==> src/rtl/agc_pkg.sv <==
// Shared constants and types for the AGC shift controller.
//   SHIFT_W_DEF     default width of the shift amount
//   TARGET_MSB_DEF  default target bit position of the peak's leading one
//   MAX_SHIFT_DEF   default upper clamp on the shift amount
//   HOLD_MS_DEF     default number of ms windows needed before a 1-step decay
//   SAT_POS/SAT_NEG 16-bit signed saturation limits
//   agc_state_e     gain-update FSM state encoding
package agc_pkg;

  localparam int unsigned SHIFT_W_DEF    = 5;
  localparam int unsigned TARGET_MSB_DEF = 13;
  localparam int unsigned MAX_SHIFT_DEF  = 16;
  localparam int unsigned HOLD_MS_DEF    = 8;

  localparam logic [15:0] SAT_POS = 16'h7FFF;
  localparam logic [15:0] SAT_NEG = 16'h8000;

  typedef enum logic [1:0] {
    ST_IDLE    = 2'd0,
    ST_CAPTURE = 2'd1,
    ST_COMPUTE = 2'd2,
    ST_APPLY   = 2'd3
  } agc_state_e;

endpackage

==> src/rtl/agc_shift_ctrl_if.sv <==
// Signal bundle between the AGC shift controller and its environment.
//   ms_in, peak_in        1 ms strobe level and per-ms unsigned peak
//   data_in, data_valid   32-bit signed sample stream
//   data_out, out_valid   16-bit shifted, saturated sample stream
//   shift, sat_flag       applied shift and per-window saturation flag
//   manual_en/shift       manual shift override (only with AGC_MANUAL_EN)
// Modports: slave = controller side, master = environment side.
interface agc_shift_ctrl_if
  import agc_pkg::*;
#(
  parameter int unsigned SHIFT_W = SHIFT_W_DEF
);

  logic               ms_in;
  logic [31:0]        peak_in;
  logic [31:0]        data_in;
  logic               data_valid;
  logic [15:0]        data_out;
  logic               out_valid;
  logic [SHIFT_W-1:0] shift;
  logic               sat_flag;
`ifdef AGC_MANUAL_EN
  logic               manual_en;
  logic [SHIFT_W-1:0] manual_shift;
`endif

  modport slave (
    input  ms_in,
    input  peak_in,
    input  data_in,
    input  data_valid,
`ifdef AGC_MANUAL_EN
    input  manual_en,
    input  manual_shift,
`endif
    output data_out,
    output out_valid,
    output shift,
    output sat_flag
  );

  modport master (
    output ms_in,
    output peak_in,
    output data_in,
    output data_valid,
`ifdef AGC_MANUAL_EN
    output manual_en,
    output manual_shift,
`endif
    input  data_out,
    input  out_valid,
    input  shift,
    input  sat_flag
  );

endinterface

==> src/rtl/agc_shift_ctrl_lead_one_32.sv <==
// 32-bit leading-one priority encoder (combinational).
//   din   input word
//   idx   index of the highest set bit (0 when din is zero)
//   zero  din is all zeros
module lead_one_32 (
  input  logic [31:0] din,
  output logic [4:0]  idx,
  output logic        zero
);

  always_comb begin
    idx  = '0;
    zero = (din == '0);
    // Ascending scan: the last hit is the highest set bit.
    for (int unsigned i = 0; i < 32; i++) begin
      if (din[i]) idx = 5'(i);
    end
  end

endmodule

==> src/rtl/agc_shift_ctrl.sv <==
// AGC shift controller: turns the per-ms peak into a barrel-shift gain
// (immediate attack, HOLD_MS-window decay) and applies it to the sample
// stream with 16-bit saturation.
//   clk, rst  clock and asynchronous active-high reset
//   bus       agc_shift_ctrl_if.slave (ms/peak in, samples in/out, status)
// Optional macro AGC_MANUAL_EN adds a manual shift override.
module agc_shift_ctrl
  import agc_pkg::*;
#(
  parameter int unsigned TARGET_MSB = TARGET_MSB_DEF,
  parameter int unsigned MAX_SHIFT  = MAX_SHIFT_DEF,
  parameter int unsigned HOLD_MS    = HOLD_MS_DEF,
  parameter int unsigned SHIFT_W    = SHIFT_W_DEF
) (
  input logic             clk,
  input logic             rst,
  agc_shift_ctrl_if.slave bus
);

  localparam int unsigned HOLD_W = (HOLD_MS > 1) ? $clog2(HOLD_MS) : 1;
  localparam logic [SHIFT_W-1:0] MAX_SHIFT_V = SHIFT_W'(MAX_SHIFT);
  localparam logic [HOLD_W-1:0]  HOLD_LAST   = HOLD_W'(HOLD_MS - 1);

  agc_state_e         state_q, state_d;
  logic               ms_r1_q, ms_r2_q;
  logic [31:0]        pk_q, pk_d;
  logic [SHIFT_W-1:0] desired_q, desired_d, desired_calc;
  logic [SHIFT_W-1:0] shift_q, shift_d;
  logic [HOLD_W-1:0]  hold_q, hold_d;
  logic [15:0]        data_out_q, data_out_d;
  logic               out_valid_q;
  logic               sat_acc_q, sat_acc_d;
  logic               sat_flag_q, sat_flag_d;

  logic               ms_edge;
  logic [4:0]         lead_idx;
  logic               lead_zero;
  logic [31:0]        diff;
  logic signed [31:0] shifted;
  logic               sat_now;

  assign ms_edge = ms_r1_q & ~ms_r2_q;

  lead_one_32 u_lead (
    .din  (pk_q),
    .idx  (lead_idx),
    .zero (lead_zero)
  );

  always_comb begin
    diff = '0;
    if (!lead_zero && (32'(lead_idx) > 32'(TARGET_MSB)))
      diff = 32'(lead_idx) - 32'(TARGET_MSB);
    if (diff > 32'(MAX_SHIFT))
      diff = 32'(MAX_SHIFT);
    desired_calc = SHIFT_W'(diff);
  end

  always_comb begin
    state_d   = state_q;
    pk_d      = pk_q;
    desired_d = desired_q;
    shift_d   = shift_q;
    hold_d    = hold_q;
    unique case (state_q)
      ST_IDLE:    if (ms_edge) state_d = ST_CAPTURE;
      ST_CAPTURE: begin
        pk_d    = bus.peak_in;
        state_d = ST_COMPUTE;
      end
      ST_COMPUTE: begin
        desired_d = desired_calc;
        state_d   = ST_APPLY;
      end
      ST_APPLY: begin
        state_d = ST_IDLE;
        if (desired_q > shift_q) begin
          shift_d = desired_q;
          hold_d  = '0;
        end else if (desired_q < shift_q) begin
          if (hold_q == HOLD_LAST) begin
            shift_d = shift_q - 1'b1;
            hold_d  = '0;
          end else begin
            hold_d = hold_q + 1'b1;
          end
        end else begin
          hold_d = '0;
        end
      end
      default:    state_d = ST_IDLE;
    endcase
`ifdef AGC_MANUAL_EN
    // Manual override wins over any APPLY update in the same cycle.
    if (bus.manual_en) begin
      shift_d = (bus.manual_shift > MAX_SHIFT_V) ? MAX_SHIFT_V : bus.manual_shift;
      hold_d  = '0;
    end
`endif
  end

  always_comb begin
    shifted    = $signed(bus.data_in) >>> shift_q;
    data_out_d = data_out_q;
    sat_now    = 1'b0;
    if (bus.data_valid) begin
      if (shifted > 32'sd32767) begin
        data_out_d = SAT_POS;
        sat_now    = 1'b1;
      end else if (shifted < -32'sd32768) begin
        data_out_d = SAT_NEG;
        sat_now    = 1'b1;
      end else begin
        data_out_d = shifted[15:0];
      end
    end
    // A saturation in the edge cycle belongs to the window that starts there.
    sat_acc_d  = ms_edge ? sat_now : (sat_acc_q | sat_now);
    sat_flag_d = ms_edge ? sat_acc_q : sat_flag_q;
  end

  always_ff @(posedge clk or posedge rst) begin
    if (rst) begin
      state_q     <= ST_IDLE;
      ms_r1_q     <= 1'b0;
      ms_r2_q     <= 1'b0;
      pk_q        <= '0;
      desired_q   <= '0;
      shift_q     <= '0;
      hold_q      <= '0;
      data_out_q  <= '0;
      out_valid_q <= 1'b0;
      sat_acc_q   <= 1'b0;
      sat_flag_q  <= 1'b0;
    end else begin
      state_q     <= state_d;
      ms_r1_q     <= bus.ms_in;
      ms_r2_q     <= ms_r1_q;
      pk_q        <= pk_d;
      desired_q   <= desired_d;
      shift_q     <= shift_d;
      hold_q      <= hold_d;
      data_out_q  <= data_out_d;
      out_valid_q <= bus.data_valid;
      sat_acc_q   <= sat_acc_d;
      sat_flag_q  <= sat_flag_d;
    end
  end

  assign bus.data_out  = data_out_q;
  assign bus.out_valid = out_valid_q;
  assign bus.shift     = shift_q;
  assign bus.sat_flag  = sat_flag_q;

endmodule

==> src/flat_wrapper.sv <==
// flat-port wrapper written by rule: the top's interface ports become plain ports
module agc_shift_ctrl_flat import agc_pkg::*;
#(
  parameter int unsigned TARGET_MSB = TARGET_MSB_DEF,
  parameter int unsigned MAX_SHIFT  = MAX_SHIFT_DEF,
  parameter int unsigned HOLD_MS    = HOLD_MS_DEF,
  parameter int unsigned SHIFT_W    = SHIFT_W_DEF
)
  (clk, rst, bus_ms_in, bus_peak_in, bus_data_in, bus_data_valid, bus_data_out, bus_out_valid, bus_shift, bus_sat_flag);
  agc_shift_ctrl_if #(.SHIFT_W(SHIFT_W)) bus_i ();
  input logic clk;
  input logic rst;
  input wire logic [$bits(bus_i.ms_in)-1:0] bus_ms_in;
  input wire logic [$bits(bus_i.peak_in)-1:0] bus_peak_in;
  input wire logic [$bits(bus_i.data_in)-1:0] bus_data_in;
  input wire logic [$bits(bus_i.data_valid)-1:0] bus_data_valid;
  output wire logic [$bits(bus_i.data_out)-1:0] bus_data_out;
  output wire logic [$bits(bus_i.out_valid)-1:0] bus_out_valid;
  output wire logic [$bits(bus_i.shift)-1:0] bus_shift;
  output wire logic [$bits(bus_i.sat_flag)-1:0] bus_sat_flag;
  assign bus_i.ms_in = bus_ms_in;
  assign bus_i.peak_in = bus_peak_in;
  assign bus_i.data_in = bus_data_in;
  assign bus_i.data_valid = bus_data_valid;
  assign bus_data_out = bus_i.data_out;
  assign bus_out_valid = bus_i.out_valid;
  assign bus_shift = bus_i.shift;
  assign bus_sat_flag = bus_i.sat_flag;
  agc_shift_ctrl #(.TARGET_MSB(TARGET_MSB), .MAX_SHIFT(MAX_SHIFT), .HOLD_MS(HOLD_MS), .SHIFT_W(SHIFT_W)) u_core (.clk(clk), .rst(rst), .bus(bus_i));
endmodule
==> config.mk <==
export PLATFORM = sky130hd
export DESIGN_NAME = agc_shift_ctrl_flat
export DESIGN_NICKNAME = d
export VERILOG_FILES = /design/src/rtl/agc_pkg.sv /design/src/rtl/agc_shift_ctrl_if.sv /design/src/rtl/agc_shift_ctrl_lead_one_32.sv /design/src/rtl/agc_shift_ctrl.sv /design/src/flat_wrapper.sv
export SDC_FILE = /design/constraint.sdc
export NUM_CORES = 1
export LEC_CHECK = 0
export BUFFER_PORTS_ARGS = -buffer_cell sky130_fd_sc_hd__clkbuf_2
export CAP_MARGIN = 20
export CELL_PAD_IN_SITES_DETAIL_PLACEMENT = 1
export CELL_PAD_IN_SITES_GLOBAL_PLACEMENT = 1
export CORE_ASPECT_RATIO = 1.25
export CORE_MARGIN = 1.5
export CORE_UTILIZATION = 25
export DETAILED_ROUTE_END_ITERATION = 16
export PLACE_DENSITY_LB_ADDON = 0.3
export SYNTH_ARGS = -nofsm -noshare
export SYNTH_HDL_FRONTEND = slang
export SYNTH_SLANG_ARGS = --single-unit
==> constraint.sdc <==
create_clock -name clk -period 3.7 [get_ports clk]
set_clock_uncertainty 0.1 [all_clocks]
set_input_delay 0.74 -clock clk [delete_from_list [all_inputs] [get_ports clk]]
set_output_delay 0.74 -clock clk [all_outputs]
set_load 0.01 [all_outputs]
==> insert_results.sql, run 1 <==
INSERT INTO impl_metrics (metric_group, metric, value, unit) VALUES
('routing', 'routed_via_density', '5.00', ''),
('power', 'netSwitchingFraction', '45.9', '%'),
('finish', 'layout_commonest_cell', 'sky130_fd_sc_hd__clkbuf_2', ''),
('routing', 'detailroute.via_count', '4563', ''),
('finish', 'nFillCells', '2395', ''),
('min_path', 'hp-class', 'reg -> reg', ''),
('clock_tree', 'cts.hold.buffers_added', '0', ''),
('placement', 'placed_cell_area', '0.00599', 'sq mm'),
('timing', 'max_slew.worst_pin.slew', '0.823', 'ns'),
('power', 'power.clock.fraction', '15.9', '%'),
('global_route', 'groute.usage.overall', '15.6', '%'),
('placement', 'place.gp.congestion', '0.845', ''),
('timing', 'setup_violations', '0', ''),
('setup_path', 'critical_path.max_fanout', '18', ''),
('yosys', 'synth_largest_area_cell', 'sky130_fd_sc_hd__dfrtp_1', ''),
('finish', 'layout_common_cells', '90 x sky130_fd_sc_hd__clkbuf_2, 67 x sky130_fd_sc_hd__dfrtp_1, 57 x sky130_fd_sc_hd__nand2_1, 42 x sky130_fd_sc_hd__mux2_2, 41 x sky130_fd_sc_hd__nor2_1', ''),
('power', 'power.combinational.fraction', '58.1', '%'),
('power', 'power_density', '900', 'mW/mm^2'),
('timing', 'grt_setup_unrepaired', 'no', ''),
('clock_tree', 'maximum_buffer_depth_of_the_clock_tree', '2', ''),
('job', 'cap_violations', '0', ''),
('yosys', 'yosysWarningCount', '0', ''),
('global_route', 'grt_start_max_net_pins', '38', ''),
('clock_tree', 'cts.reportedPaths.clkPinSlew', '0.06', 'ns'),
('finish', 'finalNetCount', '717', ''),
('setup_path', 'worst_setup_path_startpoint', 'u_core.bus.shift[0]$_DFFE_PP0P_', ''),
('routing', 'detailedRoute.firstPassIterationCount', '4', ''),
('min_path', 'holdCritStartpoint', 'u_core.ms_r1_q$_DFF_PP0_', ''),
('routing', 'drtIter0Drc', '123', ''),
('setup_path', 'r2r_cells', '7', ''),
('yosys', 'synth_cell_type_count', '58', ''),
('global_route', 'global_route_total_overflow', '0', ''),
('timing', 'share_of_the_clock_period_used_by_the_worst_path', '90.6', '%'),
('yosys', 'synth_top_area_share', '32.2', '%'),
('timing', 'max_freq', '0.298', 'GHz'),
('run_status', 'run_status', 'finished clean', ''),
('timing', 'max-slew-margin-rel', '45.1', '%'),
('global_route', 'first_global_vias', '5104', ''),
('yosys', 'biggest_area_contributors_in_the_synthesized_netlist', 'sky130_fd_sc_hd__dfrtp_1 32%, sky130_fd_sc_hd__mux2_2 9.0%, sky130_fd_sc_hd__mux4_2 8.1%', ''),
('clock_tree', 'cts-buffers-inserted', '9', ''),
('clock_tree', 'cts_resized', '0', ''),
('setup_path', 'end_kind', 'register', ''),
('power', 'net-switching-power', '2.60', 'mW'),
('power', 'power.share.sequential', '26.1', '%'),
('setup_path', 'cp_data_arrival_time', '3.42', 'ns'),
('finish', 'utilization_of_the_core_after_routing', '30.4', '%'),
('global_route', 'first_pass_grt_wire_length', '26900', 'um'),
('yosys', 'synth.avg_cell_area', '9.51', 'sq um'),
('power', 'internal_power_summed_over_all_cells', '3.07', 'mW'),
('yosys', 'synth_area', '0.00528', 'sq mm'),
('timing', 'final-max-slew-violation-count', '0', ''),
('clock_tree', 'cts_htree_levels', '3', ''),
('power', 'worst_ir_drop_vdd', '417', 'uV'),
('die', 'fp.dieW', '133', 'um'),
('finish', 'synthToLayoutAreaGrowth', '19.3', '%'),
('routing', 'post_drt_wl_per_cell', '17.9', 'um'),
('die', 'rows', '59', ''),
('die', 'dieArea', '0.0220', 'sq mm'),
('die', 'chipHeight', '165', 'um'),
('power', 'static-leakage-power', '2.73', 'nW'),
('finish', 'finalInstanceArea', '0.00630', 'sq mm'),
('setup_path', 'crit_path_category', 'reg -> reg', ''),
('setup_path', 'r2r_start', 'u_core.bus.shift[0]$_DFFE_PP0P_', ''),
('yosys', 'synthCells', '555', ''),
('timing', 'min_period', '3.35', 'ns'),
('clock_tree', 'tritoncts_num_sinks', '68', ''),
('setup_path', 'cp.required', '3.77', 'ns'),
('yosys', 'synth_ff_type', 'sky130_fd_sc_hd__dfrtp_1', ''),
('placement', 'numPortBuffers', '90', ''),
('setup_path', 'setup.worst_path.start_class', 'register', ''),
('yosys', 'synth_enable_flop_cells', '0', '');
-- cell type report --
type / instances / area, sq um / area share, %
inverters: 39 / 146 / 2.32
repair buffers: 107 / 578 / 9.18
multi-input cells: 409 / 3220 / 51.1
well taps: 274 / 343 / 5.44
clock buffers: 10 / 229 / 3.64
flip-flops and latches: 68 / 1700 / 27.0
clock inverters: 5 / 77.6 / 1.23
-- Yosys cell counts, types with 3 or more instances --
master,count
sky130_fd_sc_hd__clkbuf_1,19
sky130_fd_sc_hd__mux2i_1,38
sky130_fd_sc_hd__o31ai_1,5
sky130_fd_sc_hd__mux4_2,19
sky130_fd_sc_hd__a311oi_1,3
sky130_fd_sc_hd__o21a_1,4
sky130_fd_sc_hd__nand3_1,15
sky130_fd_sc_hd__a31oi_1,8
sky130_fd_sc_hd__o211ai_1,4
sky130_fd_sc_hd__nor4_1,13
sky130_fd_sc_hd__and3_1,6
sky130_fd_sc_hd__nand2b_1,6
sky130_fd_sc_hd__and2_1,3
sky130_fd_sc_hd__nand2_1,57
sky130_fd_sc_hd__nand4_1,3
sky130_fd_sc_hd__a2111oi_2,3
sky130_fd_sc_hd__dfrtp_1,68
sky130_fd_sc_hd__inv_1,37
sky130_fd_sc_hd__o22ai_1,3
sky130_fd_sc_hd__nor3_1,10
sky130_fd_sc_hd__nor2_1,41
sky130_fd_sc_hd__o21ai_0,31
sky130_fd_sc_hd__a22oi_1,3
sky130_fd_sc_hd__o221ai_1,5
sky130_fd_sc_hd__a21oi_1,26
sky130_fd_sc_hd__o221ai_2,10
sky130_fd_sc_hd__mux2_2,42
sky130_fd_sc_hd__a211oi_1,7
sky130_fd_sc_hd__buf_6,3
sky130_fd_sc_hd__nor2b_1,3
sky130_fd_sc_hd__buf_1,7
sky130_fd_sc_hd__ha_1,15
sky130_fd_sc_hd__buf_2,6
-- path summary, 6_finish.rpt --
path / to / slack (ns)
max: u_core.bus.data_out[14]$_DFFE_PP0P_ / 0.35
min: u_core.ms_r2_q$_DFF_PP0_ / 0.28
max reg2reg: u_core.bus.data_out[14]$_DFFE_PP0P_ / 0.35
min reg2reg: u_core.ms_r2_q$_DFF_PP0_ / 0.28
max in group asynchronous: u_core.bus.shift[1]$_DFFE_PP0P_ / 2.71
min in group asynchronous: u_core.pk_q[26]$_DFFE_PP0N_ / 0.38
-- critical path, cell delays in order, from the launching register on --
cell,delay (ns)
sky130_fd_sc_hd__dfrtp_1,0.56
sky130_fd_sc_hd__inv_2,0.41
sky130_fd_sc_hd__mux2_2,0.44
sky130_fd_sc_hd__mux4_2,0.49
sky130_fd_sc_hd__nand3_1,0.16
sky130_fd_sc_hd__o41ai_4,0.11
sky130_fd_sc_hd__o21ai_2,0.66
sky130_fd_sc_hd__o221ai_1,0.25
-- power by group through the flow --
stage / clock network (mW) / logic (mW) / registers, mW
3_3_place_gp: 0 / 3.25 / 1.47
3_5_place_dp: 0 / 3.33 / 1.50
4_1_cts: 0.929 / 3.35 / 1.49
6_report: 0.899 / 3.29 / 1.48
2_1_floorplan: 0 / 2.44 / 1.38
5_1_grt: 0.963 / 3.65 / 1.55
-- per-layer routing --
layer / GRT usage, % / up-vias / part of all wire, %
li1: - / 2211 / -
met1: 16.4 / 2244 / 38
met2: 30.7 / 84 / 56
met3: 2.53 / 24 / 3.1
met4: 6.09 / 0 / 2.8
met5: 0 / - / 0
-- cell families after synthesis --
logic type               count (synthesis)  share of synthesized area (%)
multiplexers                           100                           24.5
AO/OA/AOI/OAI                          129                           18.1
AND/OR/NAND/NOR                        164                           14.7
flip-flops                              68                           32.2
buffers and inverters                   78                           6.78
adder cells (fa/ha/maj)                 15                           3.55
XOR/XNOR                                 1                          0.166
-- sequential cells by signal (all words and copies together) (netlist names) --
name and cells:
u_core.bus.data_out 16, u_core.bus.out_valid 1, u_core.bus.sat_flag 1, u_core.bus.shift 5, u_core.desired_q 5, u_core.hold_q 3, u_core.ms_r1_q 1, u_core.ms_r2_q 1
u_core.pk_q 32, u_core.sat_acc_q 1, u_core.state_q 2
-- metrics by stage --
stage	total power, mW	instances	worst slack (ns)
after floorplan	3.82	555	0.800
after global placement	4.72	897	0.352
after detailed placement	4.83	897	0.204
after CTS	5.76	912	0.302
after global routing	6.17	912	0.0955
final	5.67	912	0.347
Note: power is estimated with default switching activity, not from simulation.
==> run 2: changes to the inputs <==
--- a/config.mk
+++ b/config.mk
@@ -5,6 +5,7 @@
 export SDC_FILE = /design/constraint.sdc
 export NUM_CORES = 1
 export LEC_CHECK = 0
+export ABC_AREA = 1
 export BUFFER_PORTS_ARGS = -buffer_cell sky130_fd_sc_hd__clkbuf_2
 export CAP_MARGIN = 20
 export CELL_PAD_IN_SITES_DETAIL_PLACEMENT = 1
==> run 2 against run 1 <==
Worst setup slack got worse by 0.26 ns; area after synthesis is 5.4% lower; cell count up 20%; total power fell by 0.49%; die area fell by 5.2%; register-to-register slack got worse by 0.26 ns; combinational power increased by 8.5%; critical path type unchanged; highest routed layer unchanged; hold slack worse by 0.011 ns; count of clock-buffer cells in the layout is 2 higher; utilization rose by 0.63 points; via count rose by 9.2%.
==> insert_results.sql, run 2 <==
INSERT INTO impl_metrics (metric_group, metric, value, unit) VALUES
('run_status', 'run_status', 'finished clean', ''),
('routing', 'wirelength', '14900', 'um'),
('clock_tree', 'clkLatencyLatePin', '0.33', 'ns'),
('setup_path', 'crit_path_max_incr_delay', '0.38', 'ns'),
('setup_path', 'r2r_start', 'u_core.pk_q[2]$_DFFE_PP0N_', ''),
('setup_path', 'path_common_cell', 'sky130_fd_sc_hd__nand2_1', ''),
('placement', 'place.detailed.hpwl', '11700', 'um'),
('timing', 'hold_slack', '0.271', 'ns'),
('clock_tree', 'cts-buffers-inserted', '9', ''),
('yosys', 'async_flop_share', '100', '%'),
('routing', 'routed_via_density', '4.57', ''),
('global_route', 'grt_start_max_net_pins', '69', ''),
('global_route', 'global_route_total_overflow', '0', ''),
('yosys', 'postSynthRegisterBits', '68', ''),
('routing', 'post-route-drc-count', '0', ''),
('timing', 'grt_setup_unrepaired', 'yes', ''),
('timing', 'max-slew-margin-rel', '35.3', '%'),
('setup_path', 'worst_path_max_delay_cell', 'sky130_fd_sc_hd__dfrtp_1', ''),
('finish', 'finalNetCount', '906', ''),
('routing', 'detailedRoute.firstPassIterationCount', '4', ''),
('finish', 'nFillCells', '2520', ''),
('placement', 'placed_instance_count', '1068', ''),
('setup_path', 'crit_path_category', 'reg -> reg', ''),
('setup_path', 'ff2ff_setup_slack', '0.08', 'ns'),
('finish', 'synthToLayoutAreaGrowth', '21.2', '%'),
('power', 'static-leakage-power', '2.98', 'nW'),
('routing', 'detailroute.via_count', '4985', ''),
('clock_tree', 'maximum_buffer_depth_of_the_clock_tree', '2', ''),
('finish', 'finalInstanceArea', '0.00606', 'sq mm'),
('placement', 'placed_cell_area', '0.00568', 'sq mm'),
('power', 'total_power', '5.64', 'mW'),
('yosys', 'synthCells', '740', ''),
('min_path', 'hp-class', 'reg -> reg', ''),
('yosys', 'synth_ff_type', 'sky130_fd_sc_hd__dfrtp_1', ''),
('setup_path', 'critical_path.reg2reg.endpoint', 'u_core.desired_q[1]$_DFFE_PP0P_', ''),
('die', 'io-pin-count', '91', ''),
('clock_tree', 'clock-root-buffer', 'sky130_fd_sc_hd__clkbuf_16', ''),
('die', 'fp.dieW', '129', 'um'),
('die', 'floorplan.initialDensity', '25.6', '%'),
('clock_tree', 'tritoncts_num_sinks', '68', ''),
('timing', 'share_of_the_clock_period_used_by_the_worst_path', '97.8', '%'),
('finish', 'layout_commonest_cell', 'sky130_fd_sc_hd__nand2_1', ''),
('yosys', 'synth_cell_type_count', '41', ''),
('finish', 'flip_flop_count_of_the_largest_register_after_layout', '32', ''),
('clock_tree', 'cts.reportedPaths.clkPinSlew', '0.05', 'ns'),
('timing', 'fin_ws', '0.0827', 'ns'),
('global_route', 'groute.usage.overall', '14.7', '%'),
('yosys', 'synthTopCellsByCount', '226 x sky130_fd_sc_hd__nand2_1, 80 x sky130_fd_sc_hd__o21ai_0, 75 x sky130_fd_sc_hd__inv_1, 68 x sky130_fd_sc_hd__dfrtp_1, 53 x sky130_fd_sc_hd__nor2_1', ''),
('yosys', 'yosysMostFrequentCell', 'sky130_fd_sc_hd__nand2_1', ''),
('timing', 'max_slew.worst_pin.slew', '0.971', 'ns'),
('timing', 'setup_violations', '0', ''),
('yosys', 'synth_top_area_share', '34.1', '%'),
('routing', 'post_drt_wl_per_cell', '13.7', 'um'),
('global_route', 'grt_antenna_before_repair', '0', ''),
('setup_path', 'setup.worst_path.start_class', 'register', ''),
('die', 'design.core.area', '0.0195', 'sq mm'),
('min_path', 'min_delay_worst_endpoint', 'u_core.ms_r2_q$_DFF_PP0_', ''),
('setup_path', 'end_kind', 'register', ''),
('die', 'dieArea', '0.0209', 'sq mm'),
('global_route', 'first_global_vias', '5013', ''),
('routing', 'ant_nets', '0', ''),
('global_route', 'first_pass_grt_wire_length', '24500', 'um'),
('clock_tree', 'cts.hold.buffers_added', '0', ''),
('timing', 'final-max-slew-violation-count', '0', ''),
('yosys', 'synth_largest_area_cell', 'sky130_fd_sc_hd__dfrtp_1', ''),
('power', 'worst_ir_drop_vdd', '302', 'uV'),
('setup_path', 'timing.critical_path.max_delay_family', 'simple AND/OR/NAND/NOR gates', ''),
('placement', 'numPortBuffers', '90', ''),
('setup_path', 'cp_data_arrival_time', '3.74', 'ns'),
('setup_path', 'r2r_cells', '49', ''),
('setup_path', 'timing.critical_path.buf_inv', '6', ''),
('placement', 'post-place-ws', '0.0387', 'ns'),
('yosys', 'synth_nets', '823', ''),
('setup_path', 'critical_path.max_fanout', '4', ''),
('setup_path', 'cp.required', '3.82', 'ns'),
('yosys', 'synth_area', '0.00500', 'sq mm'),
('yosys', 'biggest_area_contributors_in_the_synthesized_netlist', 'sky130_fd_sc_hd__dfrtp_1 34%, sky130_fd_sc_hd__nand2_1 17%, sky130_fd_sc_hd__o21ai_0 8.0%', ''),
('placement', 'place.gp.congestion', '0.829', ''),
('finish', 'stdcell_count', '1091', ''),
('routing', 'drtIter0Drc', '195', ''),
('yosys', 'yosysWarningCount', '0', ''),
('yosys', 'synth_seq_area_share', '34.1', '%'),
('timing', 'max_freq', '0.276', 'GHz'),
('min_path', 'holdPathStages', '0', ''),
('clock_tree', 'cts_tree', 'done', ''),
('power', 'power_density', '932', 'mW/mm^2'),
('min_path', 'holdCritStartpoint', 'u_core.ms_r1_q$_DFF_PP0_', ''),
('finish', 'layout_common_cells', '222 x sky130_fd_sc_hd__nand2_1, 90 x sky130_fd_sc_hd__clkbuf_2, 80 x sky130_fd_sc_hd__o21ai_0, 70 x sky130_fd_sc_hd__inv_1, 68 x sky130_fd_sc_hd__dfrtp_1', ''),
('finish', 'max_flop_register', 'u_core.pk_q', ''),
('die', 'rows', '57', ''),
('die', 'chipHeight', '161', 'um'),
('timing', 'timing.final.hold_violations', '0', ''),
('timing', 'min_period', '3.62', 'ns'),
('yosys', 'synth.avg_cell_area', '6.75', 'sq um'),
('clock_tree', 'cts_htree_levels', '3', ''),
('finish', 'num_antenna_cells', '0', ''),
('job', 'cap_violations', '0', ''),
('finish', 'post_route_cells_drive_above_1_share', '21.5', '%'),
('yosys', 'synth_enable_flop_cells', '0', '');
run 2: cell count changes in the layout (fill, tap and decap cells not counted), sizes merged, moves of 11 or more:
cell	change
nor2	+13
inv	+45
nand2	+172
o21ai	+92
nor4	-11
mux2i	-25
a21oi	+12
mux4	-19
nand3	+11
o221ai	-14
mux2	-43
run 2: how the worst max path moves through the flow:
stage	start	endpoint	slack, ns	depth (start not counted)
CTS	u_core.pk_q[2]$_DFFE_PP0N_	u_core.desired_q[1]$_DFFE_PP0P_	0.03	49
global route	u_core.pk_q[2]$_DFFE_PP0N_	u_core.desired_q[1]$_DFFE_PP0P_	-0.42	49
floorplan	u_core.pk_q[2]$_DFFE_PP0N_	u_core.desired_q[1]$_DFFE_PP0P_	0.49	49
global placement	u_core.pk_q[2]$_DFFE_PP0N_	u_core.desired_q[1]$_DFFE_PP0P_	0.15	49
finish	u_core.pk_q[2]$_DFFE_PP0N_	u_core.desired_q[1]$_DFFE_PP0P_	0.08	49
detailed placement	u_core.pk_q[2]$_DFFE_PP0N_	u_core.desired_q[1]$_DFFE_PP0P_	0.04	49
run 2: layer usage:
| layer | global-route usage, % | vias up | part of all wire (%) |
|---|---|---|---|
| met5 | 0 | - | 0 |
| met4 | 3.48 | 0 | 0.84 |
| met3 | 3.11 | 9 | 4.4 |
| met2 | 27.0 | 80 | 52 |
| met1 | 17.3 | 2320 | 43 |
| li1 | - | 2576 | - |
run 2: cell families (layout without fill, tap and decap cells):
family	after synthesis	count (layout)	share of synthesized area, %
and+or+nand+nor	326	326	27.2
AOI/OAI and AO/OA	193	193	21.9
DFF	68	68	34.1
adders and majority gates	15	15	3.76
xor gates and xnor gates	1	1	0.175
buffers and inverters	124	210	10.3
muxes	13	13	2.60
run 2: report_power, final:
part / leakage [nW] / internal, mW / switching [mW] / total [mW]
clock: 0.140 / 0.498 / 0.298 / 0.796
sequential: 0.820 / 1.08 / 0.194 / 1.28
combinational: 2.02 / 1.23 / 2.34 / 3.57
total: 2.98 / 2.81 / 2.83 / 5.64
run 2: metrics by stage:
step           setup TNS [ns]  utilization (%)
2_1_floorplan               0                -
3_3_place_gp                0             29.0
3_5_place_dp                0             29.0
4_1_cts                     0             30.5
5_1_grt                 -1.12             31.0
6_report                    0             31.0
run 2: cell type report:
type	instances	area [sq um]	share of cell area, %
clock buffers	12	267	4.40
clock inverters	2	10.0	0.165
inverters	85	319	5.27
multi-input cells	548	2820	46.5
flip-flops and latches	68	1700	28.1
well taps	265	332	5.48
repair buffers	111	612	10.1
run 2: repair_timing:
item | in CTS | in global routing
buffers inserted | 0 | 9
resized for setup | 0 | 13
endpoints found under the setup margin | 0 | 4
